File: config.mk
export PLATFORM = sky130hd
export DESIGN_NAME = store_write_buffer
export DESIGN_NICKNAME = d
export VERILOG_FILES = /design/src/rtl/store_write_buffer.sv
export SDC_FILE = /design/constraint.sdc
export NUM_CORES = 1
export LEC_CHECK = 0
export BUFFER_PORTS_ARGS = -buffer_cell sky130_fd_sc_hd__buf_2
export CORE_ASPECT_RATIO = 0.7
export CORE_MARGIN = 5
export CORE_UTILIZATION = 57
export DETAILED_ROUTE_END_ITERATION = 12
export GPL_TIMING_DRIVEN = 0
export PLACE_DENSITY = 0.79
export SLEW_MARGIN = 5
export SYNTH_ARGS = -nofsm -noshare
export SYNTH_HDL_FRONTEND = slang
export SYNTH_SLANG_ARGS = --single-unit
File: constraint.sdc
create_clock -name clk -period 4.2 [get_ports clk]
set_input_delay 0.84 -clock clk [delete_from_list [all_inputs] [get_ports clk]]
set_output_delay 0.84 -clock clk [all_outputs]
set_load 0.02 [all_outputs]
File: src/rtl/store_write_buffer.sv
// Store write buffer: aligns MEM-stage stores into word-addressed entries with byte
// enables, queues them in a small FIFO and drains them to data memory over valid/ready.
module store_write_buffer #(
  parameter int DEPTH = 4,
  parameter int AW    = 2
) (
  input  logic          clk,
  input  logic          reset,
  input  logic          st_valid,
  output logic          st_ready,
  input  logic [31:0]   st_addr,
  input  logic [31:0]   st_data,
  input  logic [1:0]    st_type,
  output logic          st_err,
  output logic [31:0]   st_err_addr,
  output logic          mem_valid,
  input  logic          mem_ready,
  output logic [31:0]   mem_addr,
  output logic [31:0]   mem_wdata,
  output logic [3:0]    mem_be,
  input  logic [31:0]   ld_addr,
  output logic          ld_hit,
  output logic [AW:0]   count
);

  localparam logic [1:0] TYPE_NONE = 2'b00;
  localparam logic [1:0] TYPE_BYTE = 2'b01;
  localparam logic [1:0] TYPE_HALF = 2'b10;
  localparam logic [1:0] TYPE_WORD = 2'b11;

  logic [29:0]   ent_addr_q  [DEPTH];
  logic [29:0]   ent_addr_d  [DEPTH];
  logic [31:0]   ent_wdata_q [DEPTH];
  logic [31:0]   ent_wdata_d [DEPTH];
  logic [3:0]    ent_be_q    [DEPTH];
  logic [3:0]    ent_be_d    [DEPTH];
  logic [AW-1:0] wr_ptr_q, wr_ptr_d;
  logic [AW-1:0] rd_ptr_q, rd_ptr_d;
  logic [AW:0]   count_q, count_d;
  logic          st_err_q, st_err_d;
  logic [31:0]   st_err_addr_q, st_err_addr_d;

  logic          accept_s, misaligned_s, enq_s, deq_s;
  logic [31:0]   new_wdata_s;
  logic [3:0]    new_be_s;
  logic [AW-1:0] off_s;
  logic          hit_s;

  assign st_ready    = (count_q != (AW+1)'(DEPTH));
  assign mem_valid   = (count_q != {(AW+1){1'b0}});
  assign mem_addr    = {ent_addr_q[rd_ptr_q], 2'b00};
  assign mem_wdata   = ent_wdata_q[rd_ptr_q];
  assign mem_be      = ent_be_q[rd_ptr_q];
  assign st_err      = st_err_q;
  assign st_err_addr = st_err_addr_q;
  assign count       = count_q;
  assign ld_hit      = hit_s;

  // Request decode and lane formatting of the incoming store
  always_comb begin
    misaligned_s = 1'b0;
    new_wdata_s  = st_data;
    new_be_s     = 4'b0000;
    case (st_type)
      TYPE_BYTE: begin
        new_wdata_s = {4{st_data[7:0]}};
        new_be_s    = 4'b0001 << st_addr[1:0];
      end
      TYPE_HALF: begin
        misaligned_s = st_addr[0];
        new_wdata_s  = {2{st_data[15:0]}};
        new_be_s     = st_addr[1] ? 4'b1100 : 4'b0011;
      end
      TYPE_WORD: begin
        misaligned_s = (st_addr[1:0] != 2'b00);
        new_wdata_s  = st_data;
        new_be_s     = 4'b1111;
      end
      default: begin
        misaligned_s = 1'b0;
        new_wdata_s  = st_data;
        new_be_s     = 4'b0000;
      end
    endcase
    accept_s = st_valid && st_ready;
    enq_s    = accept_s && (st_type != TYPE_NONE) && !misaligned_s;
    deq_s    = mem_valid && mem_ready;
  end

  // Next-state for pointers, occupancy, error report and entry storage
  always_comb begin
    ent_addr_d  = ent_addr_q;
    ent_wdata_d = ent_wdata_q;
    ent_be_d    = ent_be_q;
    wr_ptr_d    = wr_ptr_q;
    rd_ptr_d    = rd_ptr_q;
    count_d     = count_q;
    if (enq_s) begin
      ent_addr_d[wr_ptr_q]  = st_addr[31:2];
      ent_wdata_d[wr_ptr_q] = new_wdata_s;
      ent_be_d[wr_ptr_q]    = new_be_s;
      wr_ptr_d              = wr_ptr_q + {{(AW-1){1'b0}}, 1'b1};
    end else begin
      wr_ptr_d = wr_ptr_q;
    end
    if (deq_s) begin
      rd_ptr_d = rd_ptr_q + {{(AW-1){1'b0}}, 1'b1};
    end else begin
      rd_ptr_d = rd_ptr_q;
    end
    case ({enq_s, deq_s})
      2'b10:   count_d = count_q + {{AW{1'b0}}, 1'b1};
      2'b01:   count_d = count_q - {{AW{1'b0}}, 1'b1};
      default: count_d = count_q;
    endcase
    st_err_d = accept_s && misaligned_s;
    if (st_err_d) begin
      st_err_addr_d = st_addr;
    end else begin
      st_err_addr_d = st_err_addr_q;
    end
  end

  // Pending-store word match; the entry leaving this cycle still counts
  always_comb begin
    hit_s = 1'b0;
    off_s = {AW{1'b0}};
    for (int i = 0; i < DEPTH; i++) begin
      off_s = AW'(i) - rd_ptr_q;
      hit_s = hit_s | (({1'b0, off_s} < count_q) && (ent_addr_q[i] == ld_addr[31:2]));
    end
  end

  // Control state with synchronous reset
  always_ff @(posedge clk) begin
    if (reset) begin
      wr_ptr_q      <= {AW{1'b0}};
      rd_ptr_q      <= {AW{1'b0}};
      count_q       <= {(AW+1){1'b0}};
      st_err_q      <= 1'b0;
      st_err_addr_q <= 32'h0000_0000;
    end else begin
      wr_ptr_q      <= wr_ptr_d;
      rd_ptr_q      <= rd_ptr_d;
      count_q       <= count_d;
      st_err_q      <= st_err_d;
      st_err_addr_q <= st_err_addr_d;
    end
  end

  // Entry payload storage; contents are don't-care until written
  always_ff @(posedge clk) begin
    ent_addr_q  <= ent_addr_d;
    ent_wdata_q <= ent_wdata_d;
    ent_be_q    <= ent_be_d;
  end

endmodule

==> impl_results.html, run 1 <==
<table>
<tr><th>Metric</th><th>Value</th></tr>
<tr><th colspan="2">Cells and area</th></tr>
<tr><td>Final-layout fill cell count</td><td>1,591</td></tr>
<tr><td>Non-filler instance count after layout</td><td>1,377</td></tr>
<tr><td>Total Nets Final</td><td>1,157</td></tr>
<tr><td>Area growth from synthesis to final layout</td><td>18.5%</td></tr>
<tr><td>Post-layout util</td><td>68.4%</td></tr>
<tr><td>Fraction of layout instances using a drive strength above 1</td><td>31.8%</td></tr>
<tr><td>Storage cell area</td><td>8730 µm²</td></tr>
<tr><td>Most common cell after layout, fill and taps aside</td><td>sky130_fd_sc_hd__edfxtp_1</td></tr>
<tr><td>Footprint of the multi-input gates</td><td>4040 µm²</td></tr>
<tr><td>Commonest cells after routing, fill and taps aside</td><td>sky130_fd_sc_hd__edfxtp_1, sky130_fd_sc_hd__buf_2, sky130_fd_sc_hd__nand2_1, sky130_fd_sc_hd__mux4_2, sky130_fd_sc_hd__xor2_1</td></tr>
<tr><th colspan="2">STA</th></tr>
<tr><td>Slew at the pin closest to its max-slew limit</td><td>0.978 ns</td></tr>
<tr><td>Total of endpoints with negative setup slack in the final report</td><td>0</td></tr>
<tr><td>Maximum clock skew at final layout</td><td>0.0129 ns</td></tr>
<tr><td>Minimum clock period</td><td>4.07 ns</td></tr>
<tr><td>Peak Freq</td><td>246 MHz</td></tr>
<tr><td>Worst slew margin</td><td>34.8%</td></tr>
<tr><td>Final Hold Slack</td><td>0.451 ns</td></tr>
<tr><td>Max Slew Vio Count</td><td>0</td></tr>
<tr><td>Total negative slack for setup checks</td><td>0 ns</td></tr>
<tr><td>Setup repair after global routing missed its margin</td><td>no</td></tr>
<tr><td>Part of the cycle the worst path needs</td><td>96.9%</td></tr>
<tr><td>Hold violation total from the final report</td><td>0</td></tr>
<tr><th colspan="2">Power and ir drop</th></tr>
<tr><td>Sum of internal, switching and leakage power</td><td>0.00829 W</td></tr>
<tr><td>Maximum resistive drop on vdd</td><td>0.351 mV</td></tr>
<tr><td>PD cells</td><td>537 nW/µm²</td></tr>
<tr><td>Static Leak</td><td>5.43 nW</td></tr>
<tr><th colspan="2">Worst hold path</th></tr>
<tr><td>Worst Hold Path Cells</td><td>2</td></tr>
<tr><td>Worst hold path startpoint</td><td>st_err_addr[9]$_SDFFE_PP0P_</td></tr>
<tr><td>Worst hold path endpoint</td><td>st_err_addr[9]$_SDFFE_PP0P_</td></tr>
<tr><td>Classification of the worst-slack hold path</td><td>flip-flop to flip-flop</td></tr>
<tr><th colspan="2">Clock network</th></tr>
<tr><td>Number of levels the H-tree was split into</td><td>1</td></tr>
<tr><td>Cts bufs inserted</td><td>29</td></tr>
<tr><td>Clock tree from TritonCTS</td><td>yes</td></tr>
<tr><td>Root Buffer</td><td>sky130_fd_sc_hd__clkbuf_16</td></tr>
<tr><td>Clock buffer depth</td><td>3</td></tr>
<tr><td>Buffer count from post-CTS setup fixing</td><td>0</td></tr>
<tr><td>Latest clock arrival within the worst-skew pair</td><td>0.54 ns</td></tr>
<tr><td>Clock slew seen by the registers of the worst setup and hold paths</td><td>0.06 ns</td></tr>
<tr><td>Clock sink count</td><td>304</td></tr>
<tr><th colspan="2">Logic synthesis</th></tr>
<tr><td>Number of instances in the synthesized netlist</td><td>811</td></tr>
<tr><td>Number of register bits inferred by synthesis</td><td>304</td></tr>
<tr><td>Most used flip-flop cell after synthesis</td><td>sky130_fd_sc_hd__edfxtp_1</td></tr>
<tr><td>Post-synthesis average cell area</td><td>16.1 µm²</td></tr>
<tr><td>Total standard cell area after synthesis</td><td>13,000 µm²</td></tr>
<tr><td>Unique masters post-synth</td><td>38</td></tr>
<tr><td>Asr flop ratio synth</td><td>0%</td></tr>
<tr><td>Sequential cell area fraction in the yosys report</td><td>67.0%</td></tr>
<tr><td>Number of flops mapped to enable cells by yosys</td><td>264</td></tr>
<tr><td>Yosys warning total</td><td>0</td></tr>
<tr><th colspan="2">Global routing</th></tr>
<tr><td>Initial antenna violation count</td><td>3</td></tr>
<tr><td>Total Routing Usage GR</td><td>25.4%</td></tr>
<tr><td>Number of global-route vias before repair</td><td>7,914</td></tr>
<tr><td>Pin count of the biggest net entering global routing</td><td>50</td></tr>
<tr><td>Overall overflow remaining after global route</td><td>0</td></tr>
<tr><td>First-pass GRT wire length</td><td>48,600 µm</td></tr>
<tr><th colspan="2">Setup path</th></tr>
<tr><td>Type of the setup path with the least slack</td><td>flip-flop to output port</td></tr>
<tr><td>Highest fanout seen on the critical path</td><td>10</td></tr>
<tr><td>Critical register-to-register path startpoint</td><td>count[2]$_SDFFE_PP0P_</td></tr>
<tr><td>Number of cells on the worst reg-to-reg path</td><td>10</td></tr>
<tr><td>Data arrival at the endpoint of the critical path</td><td>3.23 ns</td></tr>
<tr><td>Register-to-register path setup slack</td><td>1.63 ns</td></tr>
<tr><td>Critical path capture point type</td><td>output port</td></tr>
<tr><td>Worst reg2reg endpoint</td><td>count[2]$_SDFFE_PP0P_</td></tr>
<tr><td>Data required time at the worst endpoint</td><td>3.36 ns</td></tr>
<tr><td>Crit start category</td><td>flip-flop</td></tr>
<tr><th colspan="2">Floorplanning</th></tr>
<tr><td>Total die area</td><td>26,000 µm²</td></tr>
<tr><td>Horizontal extent of the die</td><td>191 µm</td></tr>
<tr><td>Effective utilization at floorplan</td><td>57.7%</td></tr>
<tr><td>Area inside the core boundary</td><td>22,600 µm²</td></tr>
<tr><td>Number of top-level pins</td><td>209</td></tr>
<tr><td>Number of rows in the core area</td><td>46</td></tr>
<tr><td>Floorplan die height</td><td>136 µm</td></tr>
<tr><th colspan="2">Route</th></tr>
<tr><td>Iteration-0 DRC Markers</td><td>911</td></tr>
<tr><td>First-pass detailed-route iteration total</td><td>5</td></tr>
<tr><td>DR vias</td><td>8,100</td></tr>
<tr><td>Overall routed net length</td><td>33,300 µm</td></tr>
<tr><td>Drt via density</td><td>5.88</td></tr>
<tr><td>Post-detailed-route DRC marker count</td><td>0</td></tr>
<tr><td>Average routed wire per standard cell</td><td>24.2 µm</td></tr>
<tr><td>Final antenna-violating net count</td><td>0</td></tr>
<tr><th colspan="2">Place</th></tr>
<tr><td>Final weighted congestion of routability-driven global placement</td><td>0.883</td></tr>
<tr><td>Number of port buffers</td><td>194</td></tr>
<tr><td>Placed Cells</td><td>1,322</td></tr>
<tr><td>HPWL after detailed placement</td><td>24,300 µm</td></tr>
<tr><th colspan="2">Run</th></tr>
<tr><td>Max capacitance violation total</td><td>0</td></tr>
<tr><th colspan="2">Run status</th></tr>
<tr><td>Outcome</td><td>complete, no violations</td></tr>
</table>
==> cell usage after synthesis, types with 12 or more instances <==
| master | count | area share [%] |
|---|---|---|
| sky130_fd_sc_hd__edfxtp_1 | 264 | 61 |
| sky130_fd_sc_hd__nand2_1 | 76 | 2.2 |
| sky130_fd_sc_hd__mux4_2 | 66 | 11 |
| sky130_fd_sc_hd__xor2_1 | 65 | 4.4 |
| sky130_fd_sc_hd__xnor2_1 | 60 | 4.0 |
| sky130_fd_sc_hd__a21oi_1 | 49 | 1.9 |
| sky130_fd_sc_hd__dfxtp_1 | 40 | 6.1 |
| sky130_fd_sc_hd__nor2_1 | 25 | 0.72 |
| sky130_fd_sc_hd__clkbuf_1 | 22 | 0.63 |
| sky130_fd_sc_hd__inv_1 | 22 | 0.63 |
| sky130_fd_sc_hd__nand4_1 | 19 | 0.91 |
| sky130_fd_sc_hd__buf_2 | 16 | 0.61 |
| sky130_fd_sc_hd__ha_1 | 13 | 1.2 |
| sky130_fd_sc_hd__nor4_1 | 12 | 0.58 |
==> cells by family (layout without fill, tap and decap cells) <==
| family | count (synthesis) | after routing | synth area share [%] |
|---|---|---|---|
| xor gates and xnor gates | 126 | 126 | 8.53 |
| muxes | 67 | 67 | 11.5 |
| AOI/OAI and AO/OA | 83 | 83 | 3.94 |
| DFF | 304 | 304 | 67.0 |
| and+or+nand+nor | 149 | 149 | 5.40 |
| buffers and inverters | 67 | 318 | 2.23 |
| adders and majority gates | 14 | 14 | 1.40 |
| other | 1 | 4 | 0.0288 |
==> report_power, final <==
part	total [W]	leakage [nW]	switching, W	internal, W
clock	0.00250	0.438	0.00107	0.00143
combinational	0.00222	2.25	0.00134	0.000882
sequential	0.00357	2.74	0.0000813	0.00348
total	0.00829	5.43	0.00249	0.00579
==> critical path, cell delays in order (launching register included) <==
cell,delay (ns)
sky130_fd_sc_hd__dfxtp_1,0.34
sky130_fd_sc_hd__clkbuf_1,0.18
sky130_fd_sc_hd__clkbuf_4,0.29
sky130_fd_sc_hd__inv_1,0.11
sky130_fd_sc_hd__ha_1,0.19
sky130_fd_sc_hd__a2111oi_1,0.75
sky130_fd_sc_hd__nand4_1,0.14
sky130_fd_sc_hd__or4_1,0.41
sky130_fd_sc_hd__nand4_1,0.13
sky130_fd_sc_hd__buf_2,0.18
==> flip-flops by register name, indices dropped and copies added (netlist names) <==
name         cells
count            3
ent_addr_q     120
ent_be_q        16
ent_wdata_q    128
rd_ptr_q         2
st_err           1
st_err_addr     32
wr_ptr_q         2
==> through the flow <==
step,cell area [µm²],setup WS [ns]
after detailed placement,14500,0.224
final,15400,0.128
after global routing,15400,0.0193
after global placement,14400,-1.01
after floorplan,13000,0.491
after CTS,15400,0.0560
==> repair_timing <==
item,4_1_cts,5_1_grt
hold buffers,0,0
hold endpoints to repair,0,0
gates resized for setup,5,4
cloned,0,0
endpoints found under the setup margin,1,1
==> worst max path at each step <==
| stage | from | end | slack [ns] | cells after the start |
|---|---|---|---|---|
| floorplan | st_type[0] | ent_addr_q[0]$_DFFE_PP_ | 0.49 | 5 |
| global placement | st_type[0] | ent_wdata_q[109]$_DFFE_PP_ | -1.01 | 7 |
| detailed placement | rd_ptr_q[1]$_SDFFE_PP0P_ | ld_hit | 0.22 | 9 |
| CTS | rd_ptr_q[0]$_SDFFE_PP0P_ | ld_hit | 0.06 | 10 |
| global route | rd_ptr_q[1]$_SDFFE_PP0P_ | ld_hit | 0.02 | 10 |
| finish | rd_ptr_q[1]$_SDFFE_PP0P_ | ld_hit | 0.13 | 9 |
==> metal layers <==
layer | vias up | part of all wire, % | track usage, %
met2 | 455 | 43 | 35.7
met4 | 2 | 1.8 | 4.86
met3 | 45 | 12 | 6.94
met5 | - | 0.048 | 0
li1 | 3539 | - | -
met1 | 4059 | 43 | 40.5
==> final cells by class <==
type | count | share of cell area (%)
flip-flops and latches | 304 | 56.6
clock inverters | 15 | 0.819
diodes | 2 | 0.0324
repair buffers | 198 | 6.91
clock buffers | 38 | 5.05
multi-input cells | 441 | 26.2
plain buffers | 45 | 1.37
well taps | 312 | 2.53
inverters | 22 | 0.535
Note: power is estimated with default switching activity, not from simulation.
==> inputs of run 2 (changes only) <==
- CELL_PAD_IN_SITES_DETAIL_PLACEMENT: default -> 0
- CELL_PAD_IN_SITES_GLOBAL_PLACEMENT: default -> 2
- CORE_UTILIZATION: 57 -> 41
- CTS_CLUSTER_SIZE: default -> 28
==> run 2 against run 1 <==
Compared with the run above: sequential share of layout area decreased by 0.75 points; first-iteration DRC count down 16%; cell count grew 7.7%; flip-flop and latch count unchanged; combinational power rose by 3%; register-to-register slack hardly changed; critical path type unchanged.
==> impl_results.html, run 2 (same netlist as run 1, synthesis figures left out) <==
<table>
<tr><th>Metric</th><th>Value</th></tr>
<tr><th colspan="2">Floorplanning</th></tr>
<tr><td>Number of rows in the core area</td><td>54 (was 46)</td></tr>
<tr><td>Number of top-level pins</td><td>209 (unchanged)</td></tr>
<tr><td>Floorplan die height</td><td>159 µm (was 136 µm)</td></tr>
<tr><td>Horizontal extent of the die</td><td>223 µm (was 191 µm)</td></tr>
<tr><td>Effective utilization at floorplan</td><td>41.6% (was 57.7%)</td></tr>
<tr><td>Total die area</td><td>35,500 µm² (was 26,000 µm²)</td></tr>
<tr><td>Area inside the core boundary</td><td>31,300 µm² (was 22,600 µm²)</td></tr>
<tr><th colspan="2">Cells and area</th></tr>
<tr><td>Commonest cells after routing, fill and taps aside</td><td>sky130_fd_sc_hd__edfxtp_1, sky130_fd_sc_hd__buf_2, sky130_fd_sc_hd__nand2_1, sky130_fd_sc_hd__mux4_2, sky130_fd_sc_hd__xor2_1 (unchanged)</td></tr>
<tr><td>Fraction of layout instances using a drive strength above 1</td><td>32.2% (was 31.8%)</td></tr>
<tr><td>Number of flip-flops in the largest register</td><td>128 (unchanged)</td></tr>
<tr><td>Top register by number of flip-flops</td><td>ent_wdata_q (unchanged)</td></tr>
<tr><td>Non-filler instance count after layout</td><td>1,483 (was 1,377)</td></tr>
<tr><td>Total Nets Final</td><td>1,156 (was 1,157)</td></tr>
<tr><td>Area growth from synthesis to final layout</td><td>20.0% (was 18.5%)</td></tr>
<tr><td>Most common cell after layout, fill and taps aside</td><td>sky130_fd_sc_hd__edfxtp_1 (unchanged)</td></tr>
<tr><th colspan="2">Clock network</th></tr>
<tr><td>Clock tree from TritonCTS</td><td>yes (unchanged)</td></tr>
<tr><td>Number of levels the H-tree was split into</td><td>1 (unchanged)</td></tr>
<tr><td>Hold-fix buffers, CTS</td><td>0 (unchanged)</td></tr>
<tr><td>Buffer count from post-CTS setup fixing</td><td>0 (unchanged)</td></tr>
<tr><td>Clock slew seen by the registers of the worst setup and hold paths</td><td>0.07 ns (was 0.06 ns)</td></tr>
<tr><td>Latest clock arrival within the worst-skew pair</td><td>0.55 ns (was 0.54 ns)</td></tr>
<tr><td>Root Buffer</td><td>sky130_fd_sc_hd__clkbuf_16 (unchanged)</td></tr>
<tr><td>Clock sink count</td><td>304 (unchanged)</td></tr>
<tr><td>Cts bufs inserted</td><td>29 (unchanged)</td></tr>
<tr><td>Clock buffer depth</td><td>3 (unchanged)</td></tr>
<tr><th colspan="2">Power and ir drop</th></tr>
<tr><td>PD cells</td><td>544 nW/µm² (was 537 nW/µm²)</td></tr>
<tr><td>Maximum resistive drop on vdd</td><td>0.284 mV (was 0.351 mV)</td></tr>
<tr><td>Static Leak</td><td>5.45 nW (was 5.43 nW)</td></tr>
<tr><th colspan="2">Route</th></tr>
<tr><td>Average routed wire per standard cell</td><td>25.3 µm (was 24.2 µm)</td></tr>
<tr><td>Top routing layer in use</td><td>met5 (unchanged)</td></tr>
<tr><td>DR vias</td><td>7,968 (was 8,100)</td></tr>
<tr><td>Iteration-0 DRC Markers</td><td>761 (was 911)</td></tr>
<tr><td>Met2 routed WL</td><td>15,700 µm (was 14,200 µm)</td></tr>
<tr><td>Routed length on met1</td><td>17,700 µm (was 14,400 µm)</td></tr>
<tr><td>DR WL met3</td><td>3580 µm (was 4010 µm)</td></tr>
<tr><td>Drt via density</td><td>5.37 (was 5.88)</td></tr>
<tr><td>First-pass detailed-route iteration total</td><td>5 (unchanged)</td></tr>
<tr><td>Final antenna-violating net count</td><td>0 (unchanged)</td></tr>
<tr><td>Post-detailed-route DRC marker count</td><td>0 (unchanged)</td></tr>
<tr><td>Overall routed net length</td><td>37,600 µm (was 33,300 µm)</td></tr>
<tr><th colspan="2">STA</th></tr>
<tr><td>Post-layout worst setup margin</td><td>0.141 ns (was 0.128 ns)</td></tr>
<tr><td>Slew at the pin closest to its max-slew limit</td><td>0.994 ns (was 0.978 ns)</td></tr>
<tr><td>Max Slew Vio Count</td><td>0 (unchanged)</td></tr>
<tr><td>Minimum clock period</td><td>4.06 ns (was 4.07 ns)</td></tr>
<tr><td>Maximum clock skew at final layout</td><td>0.0108 ns (was 0.0129 ns)</td></tr>
<tr><td>Part of the cycle the worst path needs</td><td>96.6% (was 96.9%)</td></tr>
<tr><td>Peak Freq</td><td>246 MHz (about the same)</td></tr>
<tr><td>Worst slew margin</td><td>33.7% (was 34.8%)</td></tr>
<tr><td>Hold violation total from the final report</td><td>0 (unchanged)</td></tr>
<tr><td>Setup repair after global routing missed its margin</td><td>no (unchanged)</td></tr>
<tr><td>Total of endpoints with negative setup slack in the final report</td><td>0 (unchanged)</td></tr>
<tr><th colspan="2">Setup path</th></tr>
<tr><td>CP bufs+invs</td><td>4 (unchanged)</td></tr>
<tr><td>CP dominant cell by count</td><td>sky130_fd_sc_hd__nand4_1 (unchanged)</td></tr>
<tr><td>Top Family by Delay on Critical Path</td><td>compound AO/OA/AOI/OAI gates (was buffers and inverters)</td></tr>
<tr><td>Worst reg2reg endpoint</td><td>count[2]$_SDFFE_PP0P_ (unchanged)</td></tr>
<tr><td>Number of cells on the worst reg-to-reg path</td><td>10 (unchanged)</td></tr>
<tr><td>Ordered cell list for the critical path</td><td>clkbuf_1 &gt; clkbuf_4 &gt; xnor2_1 &gt; inv_1 &gt; ha_1 &gt; a2111o_1 &gt; a2111oi_2 &gt; nand4_1 &gt; nand4_1 &gt; buf_2 (was clkbuf_1 &gt; clkbuf_4 &gt; inv_1 &gt; ha_1 &gt; a2111oi_1 &gt; nand4_1 &gt; or4_1 &gt; nand4_1 &gt; buf_2)</td></tr>
<tr><td>Crit start category</td><td>flip-flop (unchanged)</td></tr>
<tr><td>Critical path capture point type</td><td>output port (unchanged)</td></tr>
<tr><td>Slowest stage delay, CP</td><td>0.51 ns (was 0.75 ns)</td></tr>
<tr><td>Data required time at the worst endpoint</td><td>3.36 ns (about the same)</td></tr>
<tr><td>Register-to-register path setup slack</td><td>1.62 ns (was 1.63 ns)</td></tr>
<tr><td>Critical register-to-register path startpoint</td><td>count[2]$_SDFFE_PP0P_ (unchanged)</td></tr>
<tr><td>Highest fanout seen on the critical path</td><td>10 (unchanged)</td></tr>
<tr><td>Type of the setup path with the least slack</td><td>flip-flop to output port (unchanged)</td></tr>
<tr><td>Data arrival at the endpoint of the critical path</td><td>3.22 ns (was 3.23 ns)</td></tr>
<tr><td>Cell with the largest stage delay on the worst path</td><td>sky130_fd_sc_hd__a2111oi_2 (was sky130_fd_sc_hd__a2111oi_1)</td></tr>
<tr><th colspan="2">Place</th></tr>
<tr><td>HPWL after detailed placement</td><td>27,500 µm (was 24,300 µm)</td></tr>
<tr><td>Number of port buffers</td><td>194 (unchanged)</td></tr>
<tr><td>Placement-stage worst setup slack</td><td>-0.0882 ns (was 0.224 ns)</td></tr>
<tr><td>Final weighted congestion of routability-driven global placement</td><td>0.817 (was 0.883)</td></tr>
<tr><td>Placed Cells</td><td>1,430 (was 1,322)</td></tr>
<tr><th colspan="2">Run status</th></tr>
<tr><td>Outcome</td><td>complete, no violations (unchanged)</td></tr>
<tr><th colspan="2">Global routing</th></tr>
<tr><td>First-pass GRT wire length</td><td>54,600 µm (was 48,600 µm)</td></tr>
<tr><td>Number of global-route vias before repair</td><td>7,975 (was 7,914)</td></tr>
<tr><td>Total Routing Usage GR</td><td>20.7% (was 25.4%)</td></tr>
<tr><td>Pin count of the biggest net entering global routing</td><td>53 (was 50)</td></tr>
<tr><td>Initial antenna violation count</td><td>5 (was 3)</td></tr>
<tr><td>Overall overflow remaining after global route</td><td>0 (unchanged)</td></tr>
<tr><th colspan="2">Run</th></tr>
<tr><td>Max capacitance violation total</td><td>0 (unchanged)</td></tr>
<tr><th colspan="2">Worst hold path</th></tr>
<tr><td>Worst hold path startpoint</td><td>st_err_addr[14]$_SDFFE_PP0P_ (was st_err_addr[9]$_SDFFE_PP0P_)</td></tr>
<tr><td>Classification of the worst-slack hold path</td><td>flip-flop to flip-flop (unchanged)</td></tr>
<tr><td>Worst hold path endpoint</td><td>st_err_addr[14]$_SDFFE_PP0P_ (was st_err_addr[9]$_SDFFE_PP0P_)</td></tr>
<tr><td>Worst Hold Path Cells</td><td>2 (unchanged)</td></tr>
</table>
-- run 2: timing repair --
action | 4_1_cts | 5_1_grt
setup endpoints to repair | 1 | 1
resized for setup | 8 | 4
pin swaps | 0 | 0
-- run 2: final cells by class --
class	instances	area, µm²
diodes	1	2.50
repair buffers	198	1070
clock buffers	36	762
well taps	420	526
flip-flops and latches	304	8730
multi-input cells	441	4060
plain buffers	44	213
inverters	22	82.6
fillers	2732	15600
clock inverters	17	198
-- run 2: worst register-to-register path, stage by stage (launching register included) --
cell and delay (ns):
sky130_fd_sc_hd__dfxtp_1 0.52, sky130_fd_sc_hd__or3b_1 0.45, sky130_fd_sc_hd__nand2_1 0.15, sky130_fd_sc_hd__nor3_2 0.11, sky130_fd_sc_hd__inv_1 0.08, sky130_fd_sc_hd__ha_1 0.18, sky130_fd_sc_hd__inv_1 0.06, sky130_fd_sc_hd__fa_1 0.38
sky130_fd_sc_hd__xor2_1 0.16, sky130_fd_sc_hd__or3_1 0.30, sky130_fd_sc_hd__a21oi_1 0.14
-- run 2: report_power, final --
| part | internal [W] | total, W | switching (W) |
|---|---|---|---|
| Combinational | 0.000885 | 0.00228 | 0.00139 |
| Clock | 0.00154 | 0.00266 | 0.00113 |
| Sequential | 0.00348 | 0.00357 | 0.0000818 |
| Total | 0.00590 | 0.00851 | 0.00260 |
-- run 2: worst max-delay path by stage --
stage,from,slack [ns],to,cells after the start
after floorplan,st_type[0],0.49,ent_addr_q[0]$_DFFE_PP_,5
after global placement,st_type[0],-1.22,ent_wdata_q[110]$_DFFE_PP_,6
after detailed placement,rd_ptr_q[1]$_SDFFE_PP0P_,-0.09,ld_hit,9
after CTS,rd_ptr_q[0]$_SDFFE_PP0P_,0.1,ld_hit,9
after global routing,rd_ptr_q[1]$_SDFFE_PP0P_,0.007,ld_hit,10
final,rd_ptr_q[1]$_SDFFE_PP0P_,0.14,ld_hit,10
-- run 2: stage by stage --
step | power, W | util, % | TNS (ns) | hold WS, ns | cell area (µm²)
finish | 0.00851 | 50.0 | 0 | 0.450 | 15600
global route | 0.00888 | 50.0 | 0 | 0.472 | 15600
detailed placement | 0.00591 | 46.8 | -0.0882 | 0.445 | 14600
global placement | 0.00590 | 46.4 | -307.10 | 0.439 | 14500
floorplan | 0.00507 | - | 0 | 0.514 | 13000
CTS | 0.00861 | 49.9 | 0 | 0.454 | 15600
-- run 2: per-layer routing --
| layer | vias up | global-route usage (%) |
|---|---|---|
| met4 | 6 | 3.56 |
| met1 | 4094 | 32.6 |
| met3 | 37 | 5.86 |
| li1 | 3533 | - |
| met2 | 298 | 28.9 |
| met5 | - | 0 |
==> inputs of run 3 (changes only) <==
- ABC_AREA: default -> 1
- CORE_UTILIZATION: 41 -> 37
- REMOVE_ABC_BUFFERS: default -> 1
==> run 3 against run 2 <==
Compared with the run above: critical path depth fell by 7; register-to-register slack got worse by 0.03 ns; clock power rose by 12%; global-route usage fell by 1.2 points; sequential share of layout area fell by 4.0 points; flip-flop and latch count did not move; wire length rose by 12%; sequential power rose by 3%; power rose by 15%; critical endpoint is now mem_addr[24].
==> impl_results.html, run 3 <==
<table>
<tr><th>Metric</th><th>Value</th></tr>
<tr><th colspan="2">Floorplanning</th></tr>
<tr><td>Number of top-level pins</td><td>209 (unchanged)</td></tr>
<tr><td>Floorplan die height</td><td>172 µm (was 159 µm)</td></tr>
<tr><td>Number of rows in the core area</td><td>59 (was 54)</td></tr>
<tr><td>Effective utilization at floorplan</td><td>37.4% (was 41.6%)</td></tr>
<tr><td>Area inside the core boundary</td><td>37,200 µm² (was 31,300 µm²)</td></tr>
<tr><td>Total die area</td><td>41,700 µm² (was 35,500 µm²)</td></tr>
<tr><td>Horizontal extent of the die</td><td>242 µm (was 223 µm)</td></tr>
<tr><th colspan="2">Route</th></tr>
<tr><td>Post-detailed-route DRC marker count</td><td>0 (unchanged)</td></tr>
<tr><td>Top routing layer in use</td><td>met5 (unchanged)</td></tr>
<tr><td>DR vias</td><td>10,097 (was 7,968)</td></tr>
<tr><td>First-pass detailed-route iteration total</td><td>5 (unchanged)</td></tr>
<tr><td>Drt via density</td><td>5.00 (was 5.37)</td></tr>
<tr><td>Met2 routed WL</td><td>18,900 µm (was 15,700 µm)</td></tr>
<tr><td>Final antenna-violating net count</td><td>0 (unchanged)</td></tr>
<tr><td>Average routed wire per standard cell</td><td>20.8 µm (was 25.3 µm)</td></tr>
<tr><td>DR WL met3</td><td>2080 µm (was 3580 µm)</td></tr>
<tr><td>Iteration-0 DRC Markers</td><td>758 (was 761)</td></tr>
<tr><td>Routed length on met1</td><td>20,500 µm (was 17,700 µm)</td></tr>
<tr><td>Overall routed net length</td><td>42,100 µm (was 37,600 µm)</td></tr>
<tr><th colspan="2">Logic synthesis</th></tr>
<tr><td>Number of instances in the synthesized netlist</td><td>1,303 (was 811)</td></tr>
<tr><td>Sequential cell area fraction in the yosys report</td><td>62.6% (was 67.0%)</td></tr>
<tr><td>Asr flop ratio synth</td><td>0% (unchanged)</td></tr>
<tr><td>Dominant cell type by area after synthesis</td><td>sky130_fd_sc_hd__edfxtp_1 (unchanged)</td></tr>
<tr><td>Unique masters post-synth</td><td>42 (was 38)</td></tr>
<tr><td>Yosys warning total</td><td>0 (unchanged)</td></tr>
<tr><td>Most used flip-flop cell after synthesis</td><td>sky130_fd_sc_hd__edfxtp_1 (unchanged)</td></tr>
<tr><td>Synth top area share</td><td>56.9% (was 60.8%)</td></tr>
<tr><td>Top cells by instance count after synthesis</td><td>sky130_fd_sc_hd__edfxtp_1, sky130_fd_sc_hd__nand2_1, sky130_fd_sc_hd__nand3_1 (was sky130_fd_sc_hd__edfxtp_1, sky130_fd_sc_hd__nand2_1, sky130_fd_sc_hd__mux4_2)</td></tr>
<tr><td>Number of flops mapped to enable cells by yosys</td><td>264 (unchanged)</td></tr>
<tr><td>Post-synthesis average cell area</td><td>10.7 µm² (was 16.1 µm²)</td></tr>
<tr><td>Total standard cell area after synthesis</td><td>13,900 µm² (was 13,000 µm²)</td></tr>
<tr><td>Largest cells by area after synthesis</td><td>sky130_fd_sc_hd__edfxtp_1, sky130_fd_sc_hd__nand2_1, sky130_fd_sc_hd__dfxtp_1 (was sky130_fd_sc_hd__edfxtp_1, sky130_fd_sc_hd__mux4_2, sky130_fd_sc_hd__dfxtp_1)</td></tr>
<tr><td>Number of register bits inferred by synthesis</td><td>304 (unchanged)</td></tr>
<tr><td>Most numerous cell in the Yosys netlist</td><td>sky130_fd_sc_hd__edfxtp_1 (unchanged)</td></tr>
<tr><th colspan="2">Cells and area</th></tr>
<tr><td>Area growth from synthesis to final layout</td><td>21.1% (was 20.0%)</td></tr>
<tr><td>Fraction of layout instances using a drive strength above 1</td><td>23.4% (was 32.2%)</td></tr>
<tr><td>Top register by number of flip-flops</td><td>ent_wdata_q (unchanged)</td></tr>
<tr><td>Commonest cells after routing, fill and taps aside</td><td>sky130_fd_sc_hd__edfxtp_1, sky130_fd_sc_hd__nand2_1, sky130_fd_sc_hd__buf_2, sky130_fd_sc_hd__nand3_1, sky130_fd_sc_hd__inv_1 (was sky130_fd_sc_hd__edfxtp_1, sky130_fd_sc_hd__buf_2, sky130_fd_sc_hd__nand2_1, sky130_fd_sc_hd__mux4_2, sky130_fd_sc_hd__xor2_1)</td></tr>
<tr><td>Number of flip-flops in the largest register</td><td>128 (unchanged)</td></tr>
<tr><td>Total Nets Final</td><td>1,621 (was 1,156)</td></tr>
<tr><td>Most common cell after layout, fill and taps aside</td><td>sky130_fd_sc_hd__edfxtp_1 (unchanged)</td></tr>
<tr><td>Final-layout fill cell count</td><td>3,499 (was 2,732)</td></tr>
<tr><th colspan="2">Place</th></tr>
<tr><td>Number of port buffers</td><td>204 (was 194)</td></tr>
<tr><td>HPWL after detailed placement</td><td>27,700 µm (was 27,500 µm)</td></tr>
<tr><td>Final weighted congestion of routability-driven global placement</td><td>0.801 (was 0.817)</td></tr>
<tr><th colspan="2">Setup path</th></tr>
<tr><td>Worst reg2reg endpoint</td><td>ent_wdata_q[44]$_DFFE_PP_ (was count[2]$_SDFFE_PP0P_)</td></tr>
<tr><td>Top Family by Delay on Critical Path</td><td>simple AND/OR/NAND/NOR gates (was compound AO/OA/AOI/OAI gates)</td></tr>
<tr><td>Cell with the largest stage delay on the worst path</td><td>sky130_fd_sc_hd__nand2_1 (was sky130_fd_sc_hd__a2111oi_2)</td></tr>
<tr><td>Crit start category</td><td>flip-flop (unchanged)</td></tr>
<tr><td>Data required time at the worst endpoint</td><td>3.36 ns (about the same)</td></tr>
<tr><td>Startpoint of the most critical setup path</td><td>rd_ptr_q[1]$_SDFFE_PP0P_ (unchanged)</td></tr>
<tr><td>Slowest stage delay, CP</td><td>0.82 ns (was 0.51 ns)</td></tr>
<tr><td>Critical register-to-register path startpoint</td><td>count[1]$_SDFFE_PP0P_ (was count[2]$_SDFFE_PP0P_)</td></tr>
<tr><td>Data arrival at the endpoint of the critical path</td><td>2.95 ns (was 3.22 ns)</td></tr>
<tr><td>Total stage count of the critical path</td><td>3 (was 10)</td></tr>
<tr><td>Register-to-register path setup slack</td><td>1.59 ns (was 1.62 ns)</td></tr>
<tr><td>Type of the setup path with the least slack</td><td>flip-flop to output port (unchanged)</td></tr>
<tr><td>Ordered cell list for the critical path</td><td>nand2_1 &gt; o211ai_1 &gt; buf_2 (was clkbuf_1 &gt; clkbuf_4 &gt; xnor2_1 &gt; inv_1 &gt; ha_1 &gt; a2111o_1 &gt; a2111oi_2 &gt; nand4_1 &gt; nand4_1 &gt; buf_2)</td></tr>
<tr><td>Highest fanout seen on the critical path</td><td>34 (was 10)</td></tr>
<tr><td>Number of cells on the worst reg-to-reg path</td><td>10 (unchanged)</td></tr>
<tr><td>Critical path capture point type</td><td>output port (unchanged)</td></tr>
<tr><td>CP bufs+invs</td><td>1 (was 4)</td></tr>
<tr><th colspan="2">STA</th></tr>
<tr><td>Peak Freq</td><td>264 MHz (was 246 MHz)</td></tr>
<tr><td>Part of the cycle the worst path needs</td><td>90.3% (was 96.6%)</td></tr>
<tr><td>Setup repair after global routing missed its margin</td><td>no (unchanged)</td></tr>
<tr><td>Minimum clock period</td><td>3.79 ns (was 4.06 ns)</td></tr>
<tr><td>Max Slew Vio Count</td><td>0 (unchanged)</td></tr>
<tr><td>Hold violation total from the final report</td><td>0 (unchanged)</td></tr>
<tr><td>Total of endpoints with negative setup slack in the final report</td><td>0 (unchanged)</td></tr>
<tr><td>Slew at the pin closest to its max-slew limit</td><td>1.11 ns (was 0.994 ns)</td></tr>
<tr><td>Maximum clock skew at final layout</td><td>0.0185 ns (was 0.0108 ns)</td></tr>
<tr><td>Final Hold Slack</td><td>0.465 ns (was 0.450 ns)</td></tr>
<tr><td>Worst slew margin</td><td>25.9% (was 33.7%)</td></tr>
<tr><td>Total negative slack for setup checks</td><td>0 ns (unchanged)</td></tr>
<tr><th colspan="2">Clock network</th></tr>
<tr><td>Latest clock arrival within the worst-skew pair</td><td>0.52 ns (was 0.55 ns)</td></tr>
<tr><td>Clock buffer depth</td><td>3 (unchanged)</td></tr>
<tr><td>Cts bufs inserted</td><td>34 (was 29)</td></tr>
<tr><td>Clock slew seen by the registers of the worst setup and hold paths</td><td>0.06 ns (was 0.07 ns)</td></tr>
<tr><td>Clock sink count</td><td>304 (unchanged)</td></tr>
<tr><td>Number of levels the H-tree was split into</td><td>2 (was 1)</td></tr>
<tr><td>Clock tree from TritonCTS</td><td>yes (unchanged)</td></tr>
<tr><td>Hold-fix buffers, CTS</td><td>0 (unchanged)</td></tr>
<tr><td>Root Buffer</td><td>sky130_fd_sc_hd__clkbuf_16 (unchanged)</td></tr>
<tr><th colspan="2">Global routing</th></tr>
<tr><td>Initial antenna violation count</td><td>3 (was 5)</td></tr>
<tr><td>Overall overflow remaining after global route</td><td>0 (unchanged)</td></tr>
<tr><td>Number of global-route vias before repair</td><td>9,603 (was 7,975)</td></tr>
<tr><td>First-pass GRT wire length</td><td>61,300 µm (was 54,600 µm)</td></tr>
<tr><td>Total Routing Usage GR</td><td>19.5% (was 20.7%)</td></tr>
<tr><td>Pin count of the biggest net entering global routing</td><td>72 (was 53)</td></tr>
<tr><th colspan="2">Power and ir drop</th></tr>
<tr><td>Proportion of power drawn by the clock network</td><td>30.6% (was 31.3%)</td></tr>
<tr><td>Share of total power in sequential cells</td><td>37.5% (was 41.9%)</td></tr>
<tr><td>Cell Int Power</td><td>0.00623 W (was 0.00590 W)</td></tr>
<tr><td>Net switching share of the total power</td><td>36.1% (was 30.6%)</td></tr>
<tr><td>Total net switching power</td><td>0.00352 W (was 0.00260 W)</td></tr>
<tr><td>Share of total power in combinational logic</td><td>31.9% (was 26.8%)</td></tr>
<tr><td>Static Leak</td><td>6.71 nW (was 5.45 nW)</td></tr>
<tr><td>PD cells</td><td>578 nW/µm² (was 544 nW/µm²)</td></tr>
<tr><td>Maximum resistive drop on vdd</td><td>0.340 mV (was 0.284 mV)</td></tr>
<tr><th colspan="2">Worst hold path</th></tr>
<tr><td>Classification of the worst-slack hold path</td><td>flip-flop to flip-flop (unchanged)</td></tr>
<tr><td>Worst Hold Path Cells</td><td>2 (unchanged)</td></tr>
<tr><td>Worst hold path startpoint</td><td>st_err_addr[31]$_SDFFE_PP0P_ (was st_err_addr[14]$_SDFFE_PP0P_)</td></tr>
<tr><td>Worst hold path endpoint</td><td>st_err_addr[31]$_SDFFE_PP0P_ (was st_err_addr[14]$_SDFFE_PP0P_)</td></tr>
<tr><th colspan="2">Run status</th></tr>
<tr><td>Outcome</td><td>complete, no violations (unchanged)</td></tr>
<tr><th colspan="2">Run</th></tr>
<tr><td>Max capacitance violation total</td><td>0 (unchanged)</td></tr>
</table>
==> run 3: cell count changes in the layout (fill, tap and decap cells not counted), sizes merged, moves of 17 or more <==
cell / change
a22oi: +58
inv: +128
mux4: -66
nand2: +215
nand3: +153
nand4: -17
nor2: +59
o21ai: +34
xnor2: -30
xor2: -45
==> run 3: metal layers <==
metal,vias up,GRT usage [%]
li1,4918,-
met1,4875,29.2
met2,263,30.4
met3,37,3.24
met4,4,3.87
met5,-,0
==> run 3: worst max-delay path by stage <==
| stage | to | slack, ns |
|---|---|---|
| floorplan | ld_hit | -0.94 |
| global route | ld_hit | 0.24 |
| CTS | ld_hit | 0.03 |
| global placement | mem_addr[5] | -6.62 |
| finish | mem_addr[24] | 0.41 |
| detailed placement | ld_hit | -0.56 |
==> run 3: timing repair <==
| action | in CTS | in global routing |
|---|---|---|
| pin swaps | 1 | 0 |
| gates resized for setup | 4 | 3 |
| endpoints found under the setup margin | 59 | 1 |
| buffers inserted | 2 | 1 |
| gates cloned | 1 | 0 |
==> run 3: layout make-up <==
type / instances / area (µm²) / area share [%]
antenna: 1 / 2.50 / 0.0148
clock inverter: 17 / 183 / 1.08
timing repair buffer: 224 / 1470 / 8.72
multi-input combinational: 792 / 4350 / 25.8
tap: 488 / 611 / 3.62
sequential: 304 / 8740 / 51.8
clock buffer: 44 / 930 / 5.51
inverter: 149 / 583 / 3.46
==> run 3: logic make-up after synthesis <==
family	Yosys count	share of synthesized area [%]
compound gates	190	9.70
xor+xnor	51	3.21
fa+ha+maj	14	1.31
buf+inv	209	6.59
flops	304	62.6
other cells	1	0.0269
simple gates	534	16.5
==> run 3: stage by stage <==
stage	instances	utilization (%)	setup WS, ns	total power [W]	instance area, µm²
floorplan	1244	-	-0.936	0.00538	13600
global placement	1936	40.9	-6.62	0.00641	15200
detailed placement	1953	42.1	-0.560	0.00678	15700
CTS	2017	45.2	0.0254	0.00982	16800
global route	2019	45.3	0.235	0.0102	16900
finish	2019	45.3	0.408	0.00975	16900
==> run 3: power groups by stage <==
stage / combinational (W) / sequential [W] / clock, W
2_1_floorplan: 0.00162 / 0.00376 / 0
3_3_place_gp: 0.00255 / 0.00385 / 0
3_5_place_dp: 0.00301 / 0.00376 / 0
4_1_cts: 0.00310 / 0.00367 / 0.00305
5_1_grt: 0.00336 / 0.00368 / 0.00318
6_report: 0.00311 / 0.00366 / 0.00298
==> run 3: tightest hold or removal path: cells and delay by family (launching register included) <==
| family | cells | cell delay [ns] |
|---|---|---|
| compound gates | 1 | 0.05 |
| flops | 1 | 0.31 |
| simple gates | 1 | 0.06 |
